`src/rtl/gpio_bank.sv`:
```
// rtl/gpio_bank.sv - register-programmable GPIO bank with synchronised inputs and edge interrupts
// Per-bit output/enable registers, input synchroniser, edge-detect status with W1C and a post-reset arm window.
module gpio_bank #(
    parameter int WIDTH       = 8,
    parameter int SYNC_STAGES = 2
) (
    input  logic             clk,
    input  logic             rst,
    input  logic [2:0]       addr,
    input  logic [WIDTH-1:0] wdata,
    input  logic             we,
    input  logic             re,
    output logic [WIDTH-1:0] rdata,
    input  logic [WIDTH-1:0] gpio_in,
    output logic [WIDTH-1:0] gpio_out,
    output logic [WIDTH-1:0] gpio_oe,
    output logic             irq
);

    localparam int                ARM_W    = $clog2(SYNC_STAGES + 2);
    localparam logic [ARM_W-1:0] ARM_LOAD = ARM_W'(SYNC_STAGES + 1);

    logic [WIDTH-1:0] sync_q [SYNC_STAGES];
    logic [WIDTH-1:0] prev_q;
    logic [WIDTH-1:0] out_q, out_d;
    logic [WIDTH-1:0] oe_q, oe_d;
    logic [WIDTH-1:0] rise_en_q, rise_en_d;
    logic [WIDTH-1:0] fall_en_q, fall_en_d;
    logic [WIDTH-1:0] status_q, status_d;
    logic [WIDTH-1:0] rdata_q, rdata_d;
    logic [ARM_W-1:0] arm_q, arm_d;

    logic [WIDTH-1:0] in_val;
    logic [WIDTH-1:0] rise_hit;
    logic [WIDTH-1:0] fall_hit;
    logic [WIDTH-1:0] edge_hit;
    logic [WIDTH-1:0] rd_val;

    assign in_val   = sync_q[SYNC_STAGES-1];
    assign gpio_out = out_q;
    assign gpio_oe  = oe_q;
    assign rdata    = rdata_q;
    assign irq      = |status_q;

    always_comb begin
        rise_hit = in_val & ~prev_q;
        fall_hit = ~in_val & prev_q;
        // Edges are discarded until the synchroniser and prev have refilled after reset.
        if (arm_q == '0) begin
            edge_hit = (rise_hit & rise_en_q) | (fall_hit & fall_en_q);
        end else begin
            edge_hit = '0;
        end

        case (addr)
            3'd0:    rd_val = out_q;
            3'd1:    rd_val = oe_q;
            3'd2:    rd_val = in_val;
            3'd3:    rd_val = rise_en_q;
            3'd4:    rd_val = fall_en_q;
            3'd5:    rd_val = status_q;
            default: rd_val = '0;
        endcase

        out_d     = out_q;
        oe_d      = oe_q;
        rise_en_d = rise_en_q;
        fall_en_d = fall_en_q;
        status_d  = status_q;
        if (we) begin
            case (addr)
                3'd0:    out_d     = wdata;
                3'd1:    oe_d      = wdata;
                3'd3:    rise_en_d = wdata;
                3'd4:    fall_en_d = wdata;
                3'd5:    status_d  = status_q & ~wdata;
                3'd6:    out_d     = out_q | wdata;
                3'd7:    out_d     = out_q & ~wdata;
                default: ;
            endcase
        end
        // A newly detected edge wins over a simultaneous W1C.
        status_d = status_d | edge_hit;

        rdata_d = re ? rd_val : rdata_q;

        if (arm_q != '0) begin
            arm_d = arm_q - ARM_W'(1);
        end else begin
            arm_d = arm_q;
        end
    end

    always_ff @(posedge clk) begin
        if (rst) begin
            for (int i = 0; i < SYNC_STAGES; i++) begin
                sync_q[i] <= '0;
            end
            prev_q    <= '0;
            out_q     <= '0;
            oe_q      <= '0;
            rise_en_q <= '0;
            fall_en_q <= '0;
            status_q  <= '0;
            rdata_q   <= '0;
            arm_q     <= ARM_LOAD;
        end else begin
            sync_q[0] <= gpio_in;
            for (int i = 1; i < SYNC_STAGES; i++) begin
                sync_q[i] <= sync_q[i-1];
            end
            prev_q    <= in_val;
            out_q     <= out_d;
            oe_q      <= oe_d;
            rise_en_q <= rise_en_d;
            fall_en_q <= fall_en_d;
            status_q  <= status_d;
            rdata_q   <= rdata_d;
            arm_q     <= arm_d;
        end
    end

endmodule

```
`config.mk`:
```
export PLATFORM = sky130hd
export DESIGN_NAME = gpio_bank
export DESIGN_NICKNAME = d
export VERILOG_FILES = /design/src/rtl/gpio_bank.sv
export SDC_FILE = /design/constraint.sdc
export NUM_CORES = 1
export LEC_CHECK = 0
export ABC_AREA = 1
export CAP_MARGIN = 10
export CORE_AREA = 2 2 80 82
export DETAILED_ROUTE_END_ITERATION = 10
export DIE_AREA = 0 0 82 84
export HOLD_SLACK_MARGIN = 0.03
export PLACE_DENSITY = 0.79
export SKIP_CTS_REPAIR_TIMING = 1
export SYNTH_ARGS = -nofsm -noshare
export SYNTH_HDL_FRONTEND = slang
export SYNTH_SLANG_ARGS = --single-unit
```
`constraint.sdc`:
```
create_clock -name clk -period 2.85 [get_ports clk]
set_input_delay 0.855 -clock clk [delete_from_list [all_inputs] [get_ports clk]]
set_output_delay 0.855 -clock clk [all_outputs]
set_load 0.03 [all_outputs]
```
=== After elaboration in Yosys (flattened, before gate mapping) ===
Memories as Yosys holds them, arrays and structs flattened.
Index checks and enable logic that the tools add are counted.

* Mux-type cells: 10
* Shift operators: 0
* Multipliers: 0
* Reductions and logical operators: 9
* Eq/ne operators: 7
* Order comparisons: 0
* Bitwise operators: 14
* Add/subtract/negate cells: 1
* Div/mod/pow operators: 0

{| class="wikitable"
|+ Operator list
! operator !! number
|-
| bitwise AND 8 bit || 6
|-
| one-hot mux 8 bit (6 select lines) || 1
|-
| 2-to-1 mux 8 bit || 5
|-
| NOT 8 bit || 3
|-
| bitwise OR 8 bit || 3
|-
| one-hot mux 8 bit (3 select lines) || 1
|-
| == test 3 bit, second input constant || 4
|-
| AND reduction 2 bit || 4
|-
| OR reduction 8 bit || 1
|-
| == test 3 x 2 -> 1 bit, second input constant || 2
|-
| == test 3 x 1 -> 1 bit, second input constant || 1
|-
| zero test 3 bit || 1
|-
| 2-to-1 mux 1 bit || 3
|-
| nonzero test 3 bit || 1
|-
| zero test 2 bit || 1
|-
| bitwise OR 1 bit || 2
|-
| nonzero test 2 bit || 1
|-
| subtractor 2 x 1 -> 2 bit, second input constant || 1
|}

* Memory bits (writable): 16
* Latch bits: 0
* Output and inout port bits: 25
* Logic and storage cells: 50
* Register bits: 58
* Memories kept: 1
* Memory bits (read-only): 0
* Input port bits: 23

{| class="wikitable"
|+ Memory list
! memory !! words !! width !! read ports !! clocked after Yosys merged registers in !! wr ports !! RTL line !! text
|-
| sync_q || 2 || 8 || 2 || 0 || 2 || 23 || <nowiki>logic [WIDTH-1:0] sync_q [SYNC_STAGES];</nowiki>
|}

=== Longest topological paths before layout ===
* Depth in word-level cells: 6
* Gate-level depth with buffers: 8
* Mapped depth without buffers: 8

=== Worst setup path before layout ===
No wires, ideal clock.

* Kind: in2reg
* Start: input port addr[0]
* End: register fall_en_q[6]
* Path buffers: 1
* Data required time: 2731 ps
* Arrival time: 1639 ps
* Slack: 1091 ps
* Stages on the path: 5
* Setup time: 119 ps
* Cell sequence: nor2_2 -> nand3_1 -> buf_2 -> o21ai_0 -> a21oi_1

* Word-level cells in the longest chain between the ends: 2

{| class="wikitable"
|+ Ends and longest elaborated chain
! what !! RTL line !! text
|-
| from (decl) || 9 || <nowiki>input logic [2:0] addr,</nowiki>
|-
| == test 3 bit || 71 || <nowiki>case (addr)</nowiki>
|-
| AND reduction 2 bit (no source line) || n/a ||
|-
| to (signal assigned) || 116 || <nowiki>fall_en_q <= fall_en_d;</nowiki>
|-
| to (decl) || 28 || <nowiki>logic [WIDTH-1:0] fall_en_q, fall_en_d;</nowiki>
|}

No other way between the ends.
A chain may end at the register's enable or synchronous reset.

=== Worst setup path in the final report ===
* Start: register status_q[0]
* End: output port irq

* Word-level cells in the longest chain between the ends: 1

{| class="wikitable"
|+ Ends and longest elaborated chain
! what !! RTL line !! text
|-
| from (decl) || 29 || <nowiki>logic [WIDTH-1:0] status_q, status_d;</nowiki>
|-
| from (signal assigned) || 117 || <nowiki>status_q <= status_d;</nowiki>
|-
| OR reduction 8 bit || 43 || <nowiki>assign irq = |status_q;</nowiki>
|-
| to (decl) || 17 || <nowiki>output logic irq</nowiki>
|}

No other way between the ends.

==> flow_summary.toml <==
[sta]
grt_setup_unrepaired = "false"
tightest_slew_ps = 623.4
period_minus_slack_ps = 2558
clock.fmax_mhz = 390.9
setup_viol = 0
slew_headroom_pct = 58.39
hold_viol = 0
setup_tns_ps = 0
final_max_slew_viol_count = 0
skew_ps = 11.97
setup_ws_ps = 291.5
min_period_over_period_pct = 89.77

[yosys]
seq_area_frac_synth_pct = 46.27
syn_inst = 444
syn_area_per_cell_um2 = 7.211
ys_ff_latch = 74
ys_warn_count = 0
syn_nets = 468
synth_area_um2 = 3202
yosysUniqueCellTypes = 23

[die]
rows = 29
coreArea_um2 = 6096
die_y_um = 84
dieArea_um2 = 6888
start_util_pct = 52.52
ios = 48
die_w_um = 82

[clocking]
clock_path_buffers = 2
cts-htree-levels = 3
cts_tree = "done"
insertion_delay_ps = 350
cts_made_buffers = 9
cts.clk_slew.worst_paths_ps = 70
cts_root_buffer = "clkbuf_8"
clock-sinks = 74

[cells_and_area]
syn_to_final_growth_pct = 22.43
nNetsFinal = 515
fillers = 534
diodes = 0
final_util_pct = 64.31
drive_gt1_share_pct = 7.071

[place]
hpwl_um = 6055
place_congestion = 0.9734
pre_cts_slack_ps = 221.3
io_buffers = 47

[grt]
grt_max_degree = 36
grt_pass1_vias = 2874
grt_antenna_before_repair = 0
grt_pass1_wl_um = 13760
gr-total-overflow = 0
grt.total_usage_pct = 26.28

[drt]
wl_per_cell_um = 14.65
route.antenna.remaining_nets = 0
via_per_inst = 5.535
drtIter0Drc = 273
first_pass_iters = 5
drc = 0
routed_wl_um = 8382
vias = 3166

[power]
p_leak_nw = 1.606
ir_worst_vdd_uv = 344.3
power_density_nw_per_um2 = 537.5

[worst_hold_path]
hold_class = "flip-flop to flip-flop"

[status]
status = "completed"

[critical_path]
critical_path_class = "flip-flop to output pin"
cp.required_ps = 2000
end_kind = "output pin"
crit_arrival_ps = 1700
path_max_fanout = 3
start_kind = "flip-flop"

[flow_run]
drv_cap = 0
## critical path, cell delays in order, from the launching register on
cell and delay [ps]:
dfxtp_1 340, nor4_1 300, nand2_1 110, clkdlybuf4s50_1 610
## layer usage
metal	global-route usage (%)	wire length, µm	up-vias
li1	-	-	1559
met1	32.74	3466	1416
met2	42.05	3970	165
met3	6.494	671	26
met4	12.12	272	0
met5	0	0	-
## synth_stat cells
library cell | count | area [µm²]
buf_1 | 1 | 3.750
nand4_1 | 24 | 150.1
nand3_2 | 1 | 10.01
dfxtp_1 | 74 | 1481
a21oi_1 | 42 | 210.2
nor2_1 | 47 | 176.4
nand2_1 | 75 | 281.5
inv_2 | 2 | 7.510
a211oi_1 | 2 | 15.01
nor2_4 | 1 | 11.26
o31ai_1 | 10 | 75.07
nor2_2 | 1 | 6.260
buf_2 | 6 | 30.03
o21ai_0 | 38 | 190.2
clkbuf_1 | 11 | 41.29
a21oi_2 | 1 | 8.760
inv_1 | 57 | 214.0
ha_1 | 1 | 12.51
nand3_1 | 42 | 210.2
buf_6 | 1 | 11.26
nor4_1 | 2 | 12.51
buf_4 | 4 | 30.03
nand4_2 | 1 | 12.51
## layout make-up
| class | instances | area, µm² | area share [%] |
|---|---|---|---|
| Tap cell | 77 | 96.34 | 2.458 |
| Inverter | 59 | 221.5 | 5.650 |
| Sequential cell | 74 | 1481 | 37.79 |
| Multi-Input combinational cell | 288 | 1383 | 35.27 |
| Clock inverter | 6 | 58.81 | 1.500 |
| Timing Repair Buffer | 59 | 555.5 | 14.17 |
| Clock buffer | 9 | 123.9 | 3.160 |
## power by group
group / internal (W) / switching [W]
Clock: 0.000395 / 0.000377
Sequential: 0.00107 / 0.0000247
Combinational: 0.0000881 / 0.000151
## cells by family after synthesis
kind of cell	count (synthesis)	share of synthesized area, %
AO/OA/AOI/OAI	93	15.59
adder cells (fa/ha/maj)	1	0.3907
buffers and inverters	82	10.55
flip-flops	74	46.27
AND/OR/NAND/NOR	194	27.20
## sequential cells by signal (all words and copies together), names as in the netlist
signal     count
sync_q        16
fall_en_q      8
gpio_oe        8
gpio_out       8
prev_q         8
rdata          8
rise_en_q      8
status_q       8
arm_q          2
## metrics by stage
step                cell area, µm²  hold WS [ps]  instances  power, W
floorplan                     3202         388.3        444  0.001254
global placement              3737         389.5        557  0.001349
detailed placement            3737         393.9        557  0.001357
CTS                           3920         404.2        572  0.002122
global route                  3920         421.5        572  0.002199
finish                        3920         401.7        572  0.002107
## worst paths after layout
kind	start	endpoint	slack (ps)	cells after the start
worst max-delay path	status_q[0]	irq	290	3
worst min-delay path	sync_q[0][5]	sync_q[0][13]	400	2
worst max register to register	arm_q[0]	arm_q[0]	1670	4
worst min register to register	sync_q[0][5]	sync_q[0][13]	400	2
## layout by cell type, fill, tap and decap left out
| master | count |
|---|---|
| a21oi_2 | 1 |
| nor2_2 | 1 |
| nor2_4 | 1 |
| o31ai_1 | 10 |
| nand4_2 | 1 |
| nand2_1 | 75 |
| nor4_1 | 2 |
| a211oi_1 | 2 |
| clkinv_2 | 4 |
| buf_2 | 1 |
| dfxtp_1 | 74 |
| inv_1 | 57 |
| inv_2 | 2 |
| clkbuf_8 | 9 |
| o21ai_0 | 38 |
| ha_1 | 1 |
| a21oi_1 | 42 |
| nor2_1 | 47 |
| clkinv_4 | 1 |
| buf_4 | 12 |
| nand3_2 | 1 |
| nand4_1 | 24 |
| clkdlybuf4s50_1 | 46 |
| nand3_1 | 42 |
| bufinv_16 | 1 |
(Power assumes the default switching activity.)
